### config.mk
export PLATFORM = sky130hd
export DESIGN_NAME = bus_rr_arbiter
export DESIGN_NICKNAME = d
export VERILOG_FILES = /design/src/rtl/bus_rr_arbiter.sv
export SDC_FILE = /design/constraint.sdc
export NUM_CORES = 1
export LEC_CHECK = 0
export CAP_MARGIN = 40
export CORE_AREA = 2 2 86 88
export CTS_CLUSTER_DIAMETER = 40
export CTS_CLUSTER_SIZE = 40
export DETAILED_ROUTE_END_ITERATION = 10
export DIE_AREA = 0 0 88 90
export GPL_TIMING_DRIVEN = 1
export PLACE_DENSITY_LB_ADDON = 0.25
export SYNTH_ARGS = -nofsm -noshare
export SYNTH_HDL_FRONTEND = slang
export SYNTH_SLANG_ARGS = --single-unit
### constraint.sdc
create_clock -name clk -period 1.6 [get_ports clk]
set_input_delay 0.24 -clock clk [delete_from_list [all_inputs] [get_ports clk]]
set_output_delay 0.24 -clock clk [all_outputs]
set_load 0.05 [all_outputs]
### src/rtl/bus_rr_arbiter.sv
// Round-robin arbiter/router: pops one packet at a time from the source FIFOs
// and delivers it to one destination terminal, or to all but the source on broadcast.
module bus_rr_arbiter #(
  parameter int unsigned drvrs     = 4,
  parameter int unsigned pckg_sz   = 16,
  parameter logic [7:0]  broadcast = 8'hFF
) (
  input  logic                            clk,
  input  logic                            reset,
  input  logic [drvrs-1:0]                pndng,
  input  logic [drvrs-1:0][pckg_sz-1:0]   D_pop,
  output logic [drvrs-1:0]                pop,
  output logic [drvrs-1:0]                push,
  output logic [drvrs-1:0][pckg_sz-1:0]   D_push,
  output logic                            busy,
  output logic                            err,
  output logic [7:0]                      drop_cnt
);

  localparam int unsigned idx_w = $clog2(drvrs);
  typedef logic [idx_w-1:0] idx_t;

  typedef enum logic [1:0] {
    IDLE    = 2'd0,
    CAPTURE = 2'd1,
    DELIVER = 2'd2
  } state_e;

  state_e             state_q, state_d;
  idx_t               grant_q, grant_d;
  idx_t               last_grant_q, last_grant_d;
  logic [pckg_sz-1:0] hold_q, hold_d;
  logic [7:0]         drop_cnt_q, drop_cnt_d;

  logic               rr_found;
  idx_t               rr_idx;
  logic [31:0]        cand;
  idx_t               cand_idx;
  logic [drvrs-1:0]   grant_oh;
  logic [drvrs-1:0]   dest_oh;
  logic [drvrs-1:0]   deliver_mask;
  logic [7:0]         dest;
  logic               is_bcast;
  logic               dest_valid;
  logic               drop;

  // Round-robin search: first pending source after the last grant, with wrap.
  // NOTE: every variable written in always_comb gets a default first, so no latch is inferred.
  always_comb begin
    rr_found = 1'b0;
    rr_idx   = '0;
    cand     = '0;
    cand_idx = '0;
    for (int unsigned off = 1; off <= drvrs; off++) begin
      cand     = (32'(last_grant_q) + off) % drvrs;
      cand_idx = idx_t'(cand);
      if (!rr_found && pndng[cand_idx]) begin
        rr_found = 1'b1;
        rr_idx   = cand_idx;
      end
    end
  end

  always_comb begin
    dest       = hold_q[pckg_sz-1 -: 8];
    is_bcast   = (dest == broadcast);
    dest_valid = (32'(dest) < drvrs) && (dest != 8'(grant_q));
    grant_oh   = '0;
    dest_oh    = '0;
    for (int unsigned i = 0; i < drvrs; i++) begin
      grant_oh[i] = (idx_t'(i) == grant_q);
      dest_oh[i]  = (8'(i) == dest);
    end
    if (is_bcast)        deliver_mask = ~grant_oh;
    else if (dest_valid) deliver_mask = dest_oh;
    else                 deliver_mask = '0;
    drop = !is_bcast && !dest_valid;
  end

  always_comb begin
    state_d      = state_q;
    grant_d      = grant_q;
    last_grant_d = last_grant_q;
    hold_d       = hold_q;
    drop_cnt_d   = drop_cnt_q;
    case (state_q)
      IDLE: begin
        if (rr_found) begin
          grant_d      = rr_idx;
          last_grant_d = rr_idx;
          state_d      = CAPTURE;
        end
      end
      CAPTURE: begin
        // A source that withdrew its request is not delivered; just rearbitrate.
        if (pndng[grant_q]) begin
          hold_d  = D_pop[grant_q];
          state_d = DELIVER;
        end else begin
          state_d = IDLE;
        end
      end
      DELIVER: begin
        state_d = IDLE;
        if (drop && (drop_cnt_q != 8'hFF)) drop_cnt_d = drop_cnt_q + 8'd1;
      end
      default: state_d = IDLE;
    endcase
  end

  // NOTE: sequential state uses non-blocking assignments so all registers update together.
  always_ff @(posedge clk) begin
    if (reset) begin
      state_q      <= IDLE;
      grant_q      <= '0;
      last_grant_q <= idx_t'(drvrs - 1);
      hold_q       <= '0;
      drop_cnt_q   <= '0;
    end else begin
      state_q      <= state_d;
      grant_q      <= grant_d;
      last_grant_q <= last_grant_d;
      hold_q       <= hold_d;
      drop_cnt_q   <= drop_cnt_d;
    end
  end

  // Outputs depend only on registered state, grant and hold.
  always_comb begin
    pop      = (state_q == CAPTURE) ? grant_oh : '0;
    push     = (state_q == DELIVER) ? deliver_mask : '0;
    err      = (state_q == DELIVER) && drop;
    busy     = (state_q != IDLE);
    drop_cnt = drop_cnt_q;
    for (int unsigned i = 0; i < drvrs; i++) D_push[i] = hold_q;
  end

endmodule

==> out/qor.txt <==
Status - complete, but fails checks
Failing checks - setup timing
Worst VDD drop - 0.000487 V
Part of the power in the clock network - 17.8%
Final worst slack - -0.612 ns
I/O Buffers - 151
Reg-to-reg endpoint - drop_cnt[5]
Synth Flop Type - dfxtp_1
Critical Path RT - 1.36 ns
Switch Pwr - 1380 uW
Sw Ratio - 39.6%
Dominant cell type by area after synthesis - dfxtp_1
Worst Hold Class - reg2reg
DP HPWL - 5340 um
Share of the synthesized area in the top cell type - 26.7%
DR iter-0 viols - 55
Tmin final - 2.21 ns
Flop2flop setup slack - -0.42 ns
Reg clk slew, reported paths - 0.06 ns
Leading post-synthesis cells by cell area - dfxtp_1 (27%), mux4_2 (17%), buf_4 (16%)
Max cap viols - 0
Synth top cells by count - buf_4 (48), nor2_1 (35), dfxtp_1 (30)
Avg WL per Cell - 13.8 um
Initial Utilization - 32.1%
Pin count of the biggest net entering global routing - 18
CTS tree - built
Final std cells w/o fill - 488
PD cells - 822 mW/mm2
Fin area - 0.00424 mm2
Die W - 88 um
Fin nets - 459
Mapped Cells - 237
Post-synth EDFFs - 0
ANT nets after route - 0
Final Setup Violations - 29
Synth Area in Compound Gates - 6.94%
Combinational power share - 56.8%
Routed wire length - 6720 um
Drt first pass iters - 6
R2r startpoint - hold_q[10]
Setup TNS - -6.63 ns
Place WS - -0.407 ns
# DRC - 0
GR Overflow Total - 0
First-pass GRT wire length - 10700 um
RSZ-0062 raised after global routing - true
Area of the multi-input gates - 0.00132 mm2
Layout Skew - 0.00430 ns
Hold endpoint - drop_cnt[6]
Post-DR vias/cell - 4.60
Placement Rows - 31
Area grow syn2layout - 88.1%
Simple-Gate Fraction of Synth Area - 16.5%
Final hold slack - 0.564 ns
Placed cell area - 0.00392 mm2
Fin. max-slew vios - 0
Initial antenna violation count - 0
Die height - 90 um
Crit share post-route - 138%
Main combinational cell family by area after synthesis - multiplexers
Die ar. - 0.00792 mm2
Top-count cell post-synth - buf_4
Clock buffer count from CTS - 5
DR vias - 2244
Placer Congestion - 0.823
Overall Global Routing Usage - 17.0%
Crit Path Class - reg2out
Sequential Power Share - 25.4%
Clock Tree Buf Depth - 2
Synth Area in Adders - 0.555%
Clock Sinks - 30
Slew HR - 74.3%
Hold path depth - 2
Share of layout cells above drive strength 1 - 50.1%
Synth Register Bits - 30
Hold_buf cts - 0
Hold Path Origin - drop_cnt[6]
Crit path launch type - register
Pleak - 0.00172 uW
Filler Cell Count - 594
H-tree depth - 2
Worst R2R Path Depth - 8
Synth Area in XOR/XNOR - 3.39%
Synth async-reset ratio - 0%
Measured slew at the worst slew-check pin - 0.381 ns
Vias in the first global route - 2261
Power Internal - 2110 uW
Num ports - 152
Mux cell area share after synthesis - 25.9%
Cell count after placement - 467
Average cell area after synthesis - 9.51 um2
Distinct cells, synth - 35
N_diodes - 0
Core Box Area - 0.00702 mm2
Yosys warnings - 0
Clk_lat worst skew - 0.28 ns
Root Driver - clkbuf_8
Synthesized net count - 308
Worst Path Arrival - 1.97 ns
Sequential-to-total area share from yosys stat - 26.7%
Crit. End Element - primary output
F_max - 452 MHz
Sequential cell area - 626 um2
Cell Area, Synth - 0.00225 mm2
CP Max Fanout - 5
Final hold violation count - 0
-- stage by stage --
stage,power (uW),util [%]
after global placement,2680,55.8
after global routing,3670,60.4
after floorplan,2140,-
final,3490,60.4
after CTS,3470,59.3
after detailed placement,2690,55.8
-- how the worst max path moves through the flow --
stage                from         end  slack [ns]  cells past startpoint
2_1_floorplan  hold_q[10]     push[2]       -0.48                      5
3_3_place_gp     pndng[0]  hold_q[12]       -0.34                      5
3_5_place_dp     pndng[2]   hold_q[5]       -0.41                      5
4_1_cts        hold_q[10]     push[0]       -0.62                      6
5_1_grt        hold_q[10]     push[0]       -0.73                      6
6_report       hold_q[10]     push[0]       -0.61                      6
-- power groups by stage --
stage / Sequential [uW] / Combinational, uW / Clock, uW
CTS: 883 / 1940 / 643
detailed placement: 899 / 1790 / 0
global placement: 896 / 1780 / 0
global route: 896 / 2090 / 683
floorplan: 1010 / 1120 / 0
finish: 885 / 1980 / 621
-- worst max-delay path, cell delays in order (launching register included) --
cell and delay (ns):
dfxtp_4 0.34, or4_4 0.53, a2111oi_4 0.19, buf_4 0.18
nand3b_1 0.12, a21oi_4 0.18, buf_12 0.15
-- sequential cells by signal, indices dropped and copies added (netlist names) --
name / cells
drop_cnt: 8
grant_q: 2
hold_q: 16
last_grant_q: 2
state_q: 2
-- metal layers --
| layer | share of wire [%] | GRT usage [%] | vias up |
|---|---|---|---|
| met4 | 0.54 | 3.85 | 0 |
| met5 | 0 | 0 | - |
| met3 | 8.4 | 4.68 | 4 |
| li1 | - | - | 1100 |
| met2 | 52 | 29.9 | 93 |
| met1 | 39 | 20.3 | 1047 |
-- cell type report --
class                           instances  share of cell area [%]
Clock buffer                            7                    2.04
Clock inverter                          1                   0.118
Inverter                                4                   0.649
Multi-Input combinational cell        142                    31.2
Sequential cell                        30                    14.8
Tap cell                               99                    2.92
Timing Repair Buffer                  205                    48.3
-- cell families after synthesis --
family	count (synthesis)
adder cells (fa/ha/maj)	1
AND/OR/NAND/NOR	75
AO/OA/AOI/OAI	22
multiplexers	37
XOR/XNOR	7
buffers and inverters	65
flip-flops	30
-- placed cells by master, fill, tap and decap left out, types with 5 or more instances in the layout --
cell               n
nor2_1            31
nand2_1            5
clkdlybuf4s50_1   69
buf_4            102
mux4_2            17
clkbuf_8           6
mux2i_1           18
dfxtp_1           18
dfxtp_2            8
buf_6             10
o21ai_0            7
xnor2_1            5
buf_12            24
-- repair_timing --
item,4_1_cts,5_1_grt
endpoints found under the setup margin,32,33
resized for setup,23,10
pin swaps,3,5
buffers inserted,8,8
hold endpoints to repair,0,0
Power figures use the tool's default switching activity.
